**src/rtl/iob_bootrom_rom_ctrl.sv**
```systemverilog
// Bootrom read controller: turns ren/raddr into a fixed-latency ROM access and a one-cycle rvalid pulse.
// Optional one-entry last-word cache enabled by defining IOB_BOOTROM_ROM_CTRL_CACHE_EN.
module iob_bootrom_rom_ctrl #(
  parameter int ADDR_W  = 10,
  parameter int DATA_W  = 32,
  parameter int MEM_LAT = 1
) (
  input  logic              clk_i,
  input  logic              cke_i,
  input  logic              rst_i,
  input  logic [ADDR_W-1:0] rom_raddr_i,
  input  logic              rom_ren_i,
  output logic [DATA_W-1:0] rom_rdata_o,
  output logic              rom_rvalid_o,
  output logic              rom_rready_o,
  output logic              mem_en_o,
  output logic [ADDR_W-1:0] mem_addr_o,
  input  logic [DATA_W-1:0] mem_rdata_i
);

  if (MEM_LAT < 1 || MEM_LAT > 4) begin : g_bad_mem_lat
    $error("iob_bootrom_rom_ctrl: MEM_LAT must be in 1..4");
  end

  localparam logic [1:0] LAT_M1 = 2'(MEM_LAT - 1);

  typedef enum logic {
    S_IDLE = 1'b0,
    S_BUSY = 1'b1
  } state_t;

  state_t            r_state;
  state_t            w_state_nxt;
  logic [1:0]        r_lat_cnt;
  logic [DATA_W-1:0] r_rdata;
  logic              r_rvalid;

  logic              w_accept;
  logic              w_hit;
  logic              w_miss;
  logic              w_capture;
  logic [DATA_W-1:0] w_hit_dat;

  // Reset wins over a coincident request, so it also suppresses the ROM enable.
  assign w_accept  = rom_ren_i & (r_state == S_IDLE) & cke_i & ~rst_i;
  assign w_miss    = w_accept & ~w_hit;
  assign w_capture = (r_state == S_BUSY) && (r_lat_cnt == 2'd0);

`ifdef IOB_BOOTROM_ROM_CTRL_CACHE_EN
  logic [ADDR_W-1:0] r_req_addr;
  logic [ADDR_W-1:0] r_tag;
  logic [DATA_W-1:0] r_cdata;
  logic              r_cvalid;

  assign w_hit     = w_accept & r_cvalid & (rom_raddr_i == r_tag);
  assign w_hit_dat = r_cdata;

  always_ff @(posedge clk_i) begin
    if (cke_i) begin
      if (rst_i) begin
        r_cvalid   <= 1'b0;
        r_tag      <= '0;
        r_cdata    <= '0;
        r_req_addr <= '0;
      end else begin
        if (w_miss) r_req_addr <= rom_raddr_i;
        if (w_capture) begin
          r_tag    <= r_req_addr;
          r_cdata  <= mem_rdata_i;
          r_cvalid <= 1'b1;
        end
      end
    end
  end
`else
  assign w_hit     = 1'b0;
  assign w_hit_dat = '0;
`endif

  assign rom_rready_o = (r_state == S_IDLE);
  assign rom_rvalid_o = r_rvalid;
  assign rom_rdata_o  = r_rdata;
  assign mem_en_o     = w_miss;
  assign mem_addr_o   = rom_raddr_i;

  always_comb begin
    w_state_nxt = r_state;
    case (r_state)
      S_IDLE:  if (w_miss) w_state_nxt = S_BUSY;
      S_BUSY:  if (r_lat_cnt == 2'd0) w_state_nxt = S_IDLE;
      default: w_state_nxt = S_IDLE;
    endcase
  end

  always_ff @(posedge clk_i) begin
    if (cke_i) begin
      if (rst_i) r_state <= S_IDLE;
      else       r_state <= w_state_nxt;
    end
  end

  always_ff @(posedge clk_i) begin
    if (cke_i) begin
      if (rst_i) begin
        r_lat_cnt <= 2'd0;
        r_rvalid  <= 1'b0;
        r_rdata   <= '0;
      end else begin
        r_rvalid <= 1'b0;
        if (w_miss) r_lat_cnt <= LAT_M1;
        else if (r_state == S_BUSY && r_lat_cnt != 2'd0) r_lat_cnt <= r_lat_cnt - 2'd1;
        if (w_capture) begin
          r_rdata  <= mem_rdata_i;
          r_rvalid <= 1'b1;
        end else if (w_hit) begin
          r_rdata  <= w_hit_dat;
          r_rvalid <= 1'b1;
        end
      end
    end
  end

endmodule

```
**config.mk**
```make
export PLATFORM = sky130hd
export DESIGN_NAME = iob_bootrom_rom_ctrl
export DESIGN_NICKNAME = d
export VERILOG_FILES = /design/src/rtl/iob_bootrom_rom_ctrl.sv
export SDC_FILE = /design/constraint.sdc
export NUM_CORES = 1
export LEC_CHECK = 0
export CORE_MARGIN = 2
export CORE_UTILIZATION = 30
export CTS_BUF_LIST = sky130_fd_sc_hd__clkbuf_4 sky130_fd_sc_hd__clkbuf_8
export DETAILED_ROUTE_END_ITERATION = 7
export PLACE_DENSITY = 0.66
export SLEW_MARGIN = 20
export SYNTH_ARGS = -nofsm -noshare
export SYNTH_HDL_FRONTEND = slang
export SYNTH_SLANG_ARGS = --single-unit
```
**constraint.sdc**
```tcl
create_clock -name clk_i -period 3.71 [get_ports clk_i]
set_input_delay 0.742 -clock clk_i [delete_from_list [all_inputs] [get_ports clk_i]]
set_output_delay 0.742 -clock clk_i [all_outputs]
set_load 0.05 [all_outputs]
```
# [Word level (Yosys, flattened, before mapping)]
# Index checks and enable logic that the tools add are counted.
[totals] regBits=36 input_bits=46 elab_cells=25
[classes] n_addsub=1 muxes=6 n_bitwise=5 reduce_logical=9
[op_table] cell="two-way mux 32 bit" n=1
[op_table] cell="AND reduction 2 bit" n=2
[op_table] cell="nonzero test 2 bit" n=2
[op_table] cell="bitwise AND 1 bit" n=3
[op_table] cell="two-way mux 1 bit" n=3
[op_table] cell="nonzero test 3 bit" n=1
[op_table] cell="logical AND 1 bit" n=2
[op_table] cell="zero test 2 bit" n=1
[op_table] cell="two-way mux 2 bit" n=1
[op_table] cell="NOT 1 bit" n=2
[op_table] cell="case mux 1 bit (2 select lines)" n=1
[op_table] cell="OR reduction 2 bit" n=1
[op_table] cell="subtractor 2 x 1 -> 2 bit, second input constant" n=1

# [Longest topological paths before layout]
[logic_depth] ltp_word=6 ltp_mapped=4 ltp_nobuf=4

# [Worst setup path before layout]
# No wires, ideal clock.
[synth_path] path_type="in2reg" start="input rst_i" end="register r_rdata[0] (netlist: rom_rdata_o[0]) (enable)" arrival_time_ns=2.416 setup_slack_ns=0.869 stages=3 n_path_buf=1 cell_sequence="buf_2 > a21oi_1 > nor2b_1"
[synth_between] elab_chain_cells=2
[synth_rtl] item="start: declaration" line_no="10" source="input logic rst_i,"
[synth_rtl] item="nonzero test 2 bit (no source line)"
[synth_rtl] item="AND reduction 2 bit (no source line)"
[synth_rtl] item="end signal: assignment" line_no="113" source="r_rdata <= mem_rdata_i;"
[synth_rtl] item="end signal: assignment" line_no="116" source="r_rdata <= w_hit_dat;"
[synth_rtl] item="end: declaration" line_no="35" source="logic [DATA_W-1:0] r_rdata;"
# Every way passes these cells.
# A chain may end at the register's enable or synchronous reset.

# [Final worst setup path]
[layout_path] start="input cke_i" end="output mem_en_o"
[layout_between] elab_chain_cells=2
[layout_rtl] item="start: declaration" line_no="9" source="input logic cke_i,"
[layout_rtl] item="bitwise AND 1 bit (2 in series)" line_no="45" source="assign w_accept = rom_ren_i & (r_state == S_IDLE) & cke_i & ~rst_i;"
[layout_rtl] item="end: declaration" line_no="16" source="output logic mem_en_o,"
# Every way passes these cells.

==> metrics.yaml <==
yosys.area.top_type_share_pct: 72.91
multi_input_comb_area_sq_um: 296.5
finClkSkew_ns: 0.001742
fin_setup_tns_ns: 0
die_y_microns: 74.30
leakage_nw: 0.8329
routedWlPerCell_microns: 12.31
hold_violations: 0
synth.most_common_cell: "edfxtp_1"
htree_num_levels: 2
async_flop_share_pct: 0
status: "completed"
synth_top_cell_by_area: "edfxtp_1"
drt_iter0_drc: 58
grt_max_degree: 33
clk_latency_ns: 0.28
ys_ff_latch: 36
wl_mm: 2.844
synth.avg_cell_area_sq_um: 15.13
combPwrFrac_pct: 18.7
n_antenna_cell: 0
finalMaxSlewViolations: 0
rsz0062_at_grt: "false"
numCtsBuffers: 5
tightest_slew_ns: 0.5206
p_seq_share_pct: 48.2
io_buffers: 70
min_path_cells: 1
cts.path.max_buffers: 2
p_int_mw: 0.7537
cts_root_buffer: "clkbuf_8"
cts_tree: "done"
setup_viol_count_final: 0
ir_drop_mv: 0.1659
drt-vias-per-instance: 4.108
grt_pass1_vias: 962
vias: 949
ys_seq_area_share_pct: 72.91
maxCapViolCount: 0
instances_no_fill: 231
ys_top_cells_by_area: "edfxtp_1 (73%), nor2b_1 (13%), buf_4 (5.6%)"
power_density_nw_per_um2: 432.6
end_kind: "output pin"
gr-usage-all-layers_pct: 10.85
rows: 25
final_layout_size_suffix_gt1_share_pct: 7.317
hold_buffers: 0
first_pass_iters: 4
slew-limit-headroom_pct: 65.18
cp_max_fo: 5
die_x_microns: 74.30
fin_nets: 210
swShare_pct: 24.57
period_share_pct: 72.57
synth_cell_types: 16
antenna_found_initial: 0
min_path_type: "reg -> reg"
dp.final_hpwl_mm: 2.076
gp_congestion: 0.7282
cp.arrival_ns: 1.95
synth_edf_count: 36
cts_resized: 0
die-area_sq_um: 5520
netlist_instances: 98
p_sw_mw: 0.2455
clock-sinks: 36
core-area_sq_um: 4755
globalRouteOverflowTotal: 0
yosysWarnings: 0
crit_type: "in -> out"
postCtsSetupBuffers: 0
final_core_util_pct: 48.58
startpoint_type: "input port"
fin_area_sq_um: 2310
grt_pass1_wl_mm: 4.305
path_clk_slew_ns: 0.07
drc: 0
fillers: 424
ff2ff_path_depth: 5
ff_latch_area_sq_um: 1081
min_period_ns: 2.692
required_ns: 2.97
max_freq_ghz: 0.3714
ys.flop_type: "edfxtp_1"
synth_nets: 145
final_antenna_net_count: 0
syn-cell-area_sq_um: 1483
pwr-share-clk_pct: 33.1
syn_to_final_growth_pct: 55.78
io_pins: 91
dp_cells: 223
start_util_pct: 31.18
placed_cell_area_sq_um: 2198
synth_common_cells: "edfxtp_1 (36), nor2b_1 (31), buf_4 (11)"
## final cells by class
cell class | instances | share of cell area (%)
Clock buffer | 5 | 2.979
Clock inverter | 3 | 1.842
Inverter | 3 | 0.4875
Timing Repair Buffer | 72 | 31.42
Multi-Input combinational cell | 45 | 12.84
Tap cell | 67 | 3.629
Sequential cell | 36 | 46.80
## layout by cell type, fill, tap and decap left out
cell type / count
a21oi_1: 1
buf_12: 1
edfxtp_1: 36
ha_1: 1
and3b_1: 1
nor2b_1: 30
clkdlybuf4s50_1: 69
buf_4: 2
clkinv_2: 1
o31a_1: 1
nor3_1: 2
clkbuf_8: 5
and2b_1: 5
nand2_1: 1
nor2b_2: 1
clkinvlp_4: 1
bufinv_16: 1
nor2_1: 1
o21ba_1: 1
inv_1: 3
## cell families after synthesis
| family | synth area share (%) |
|---|---|
| buffers and inverters | 7.256 |
| flip-flops | 72.91 |
| adder cells (fa/ha/maj) | 0.8437 |
| AO/OA/AOI/OAI | 1.603 |
| AND/OR/NAND/NOR | 17.38 |
## stage by stage
stage               hold WS (ns)  total power, mW  setup slack, ns
floorplan                 0.5399           0.6249           0.8687
global placement          0.5577           0.6754            1.044
detailed placement        0.5766           0.6786            1.024
CTS                       0.5872            1.016            1.003
global route              0.6179            1.040           0.9637
finish                    0.5789           0.9992            1.018
## layer usage
layer  wire, microns  vias to the layer above  track usage [%]
li1                -                      451                -
met5               0                        -                0
met1            1165                      434            12.59
met3             335                       12            4.878
met2            1266                       52            16.57
met4              76                        0            6.548
## flip-flops by register name (all words and copies together), names as in the netlist
register / cells
rom_rdata_o: 32
r_lat_cnt: 2
r_state: 1
rom_rvalid_o: 1
## critical path, stage by stage
cell             delay (ns)
clkdlybuf4s50_1        0.55
and3b_1                0.24
nor2b_1                0.25
buf_12                 0.17
## final timing paths
path | startpoint | end | slack [ns]
min reg2reg | r_lat_cnt[0] | r_lat_cnt[0] | 0.58
max reg2reg | r_lat_cnt[0] | rom_rdata_o[8] | 2.14
min | r_lat_cnt[0] | r_lat_cnt[0] | 0.58
max | cke_i | mem_en_o | 1.02
## power by group through the flow
stage / Sequential (mW) / Clock [mW] / Combinational [mW]
4_1_cts: 0.482 / 0.346 / 0.188
6_report: 0.482 / 0.331 / 0.187
2_1_floorplan: 0.560 / 0 / 0.0652
3_5_place_dp: 0.491 / 0 / 0.188
5_1_grt: 0.484 / 0.359 / 0.197
3_3_place_gp: 0.490 / 0 / 0.185
Power figures use the tool's default switching activity.
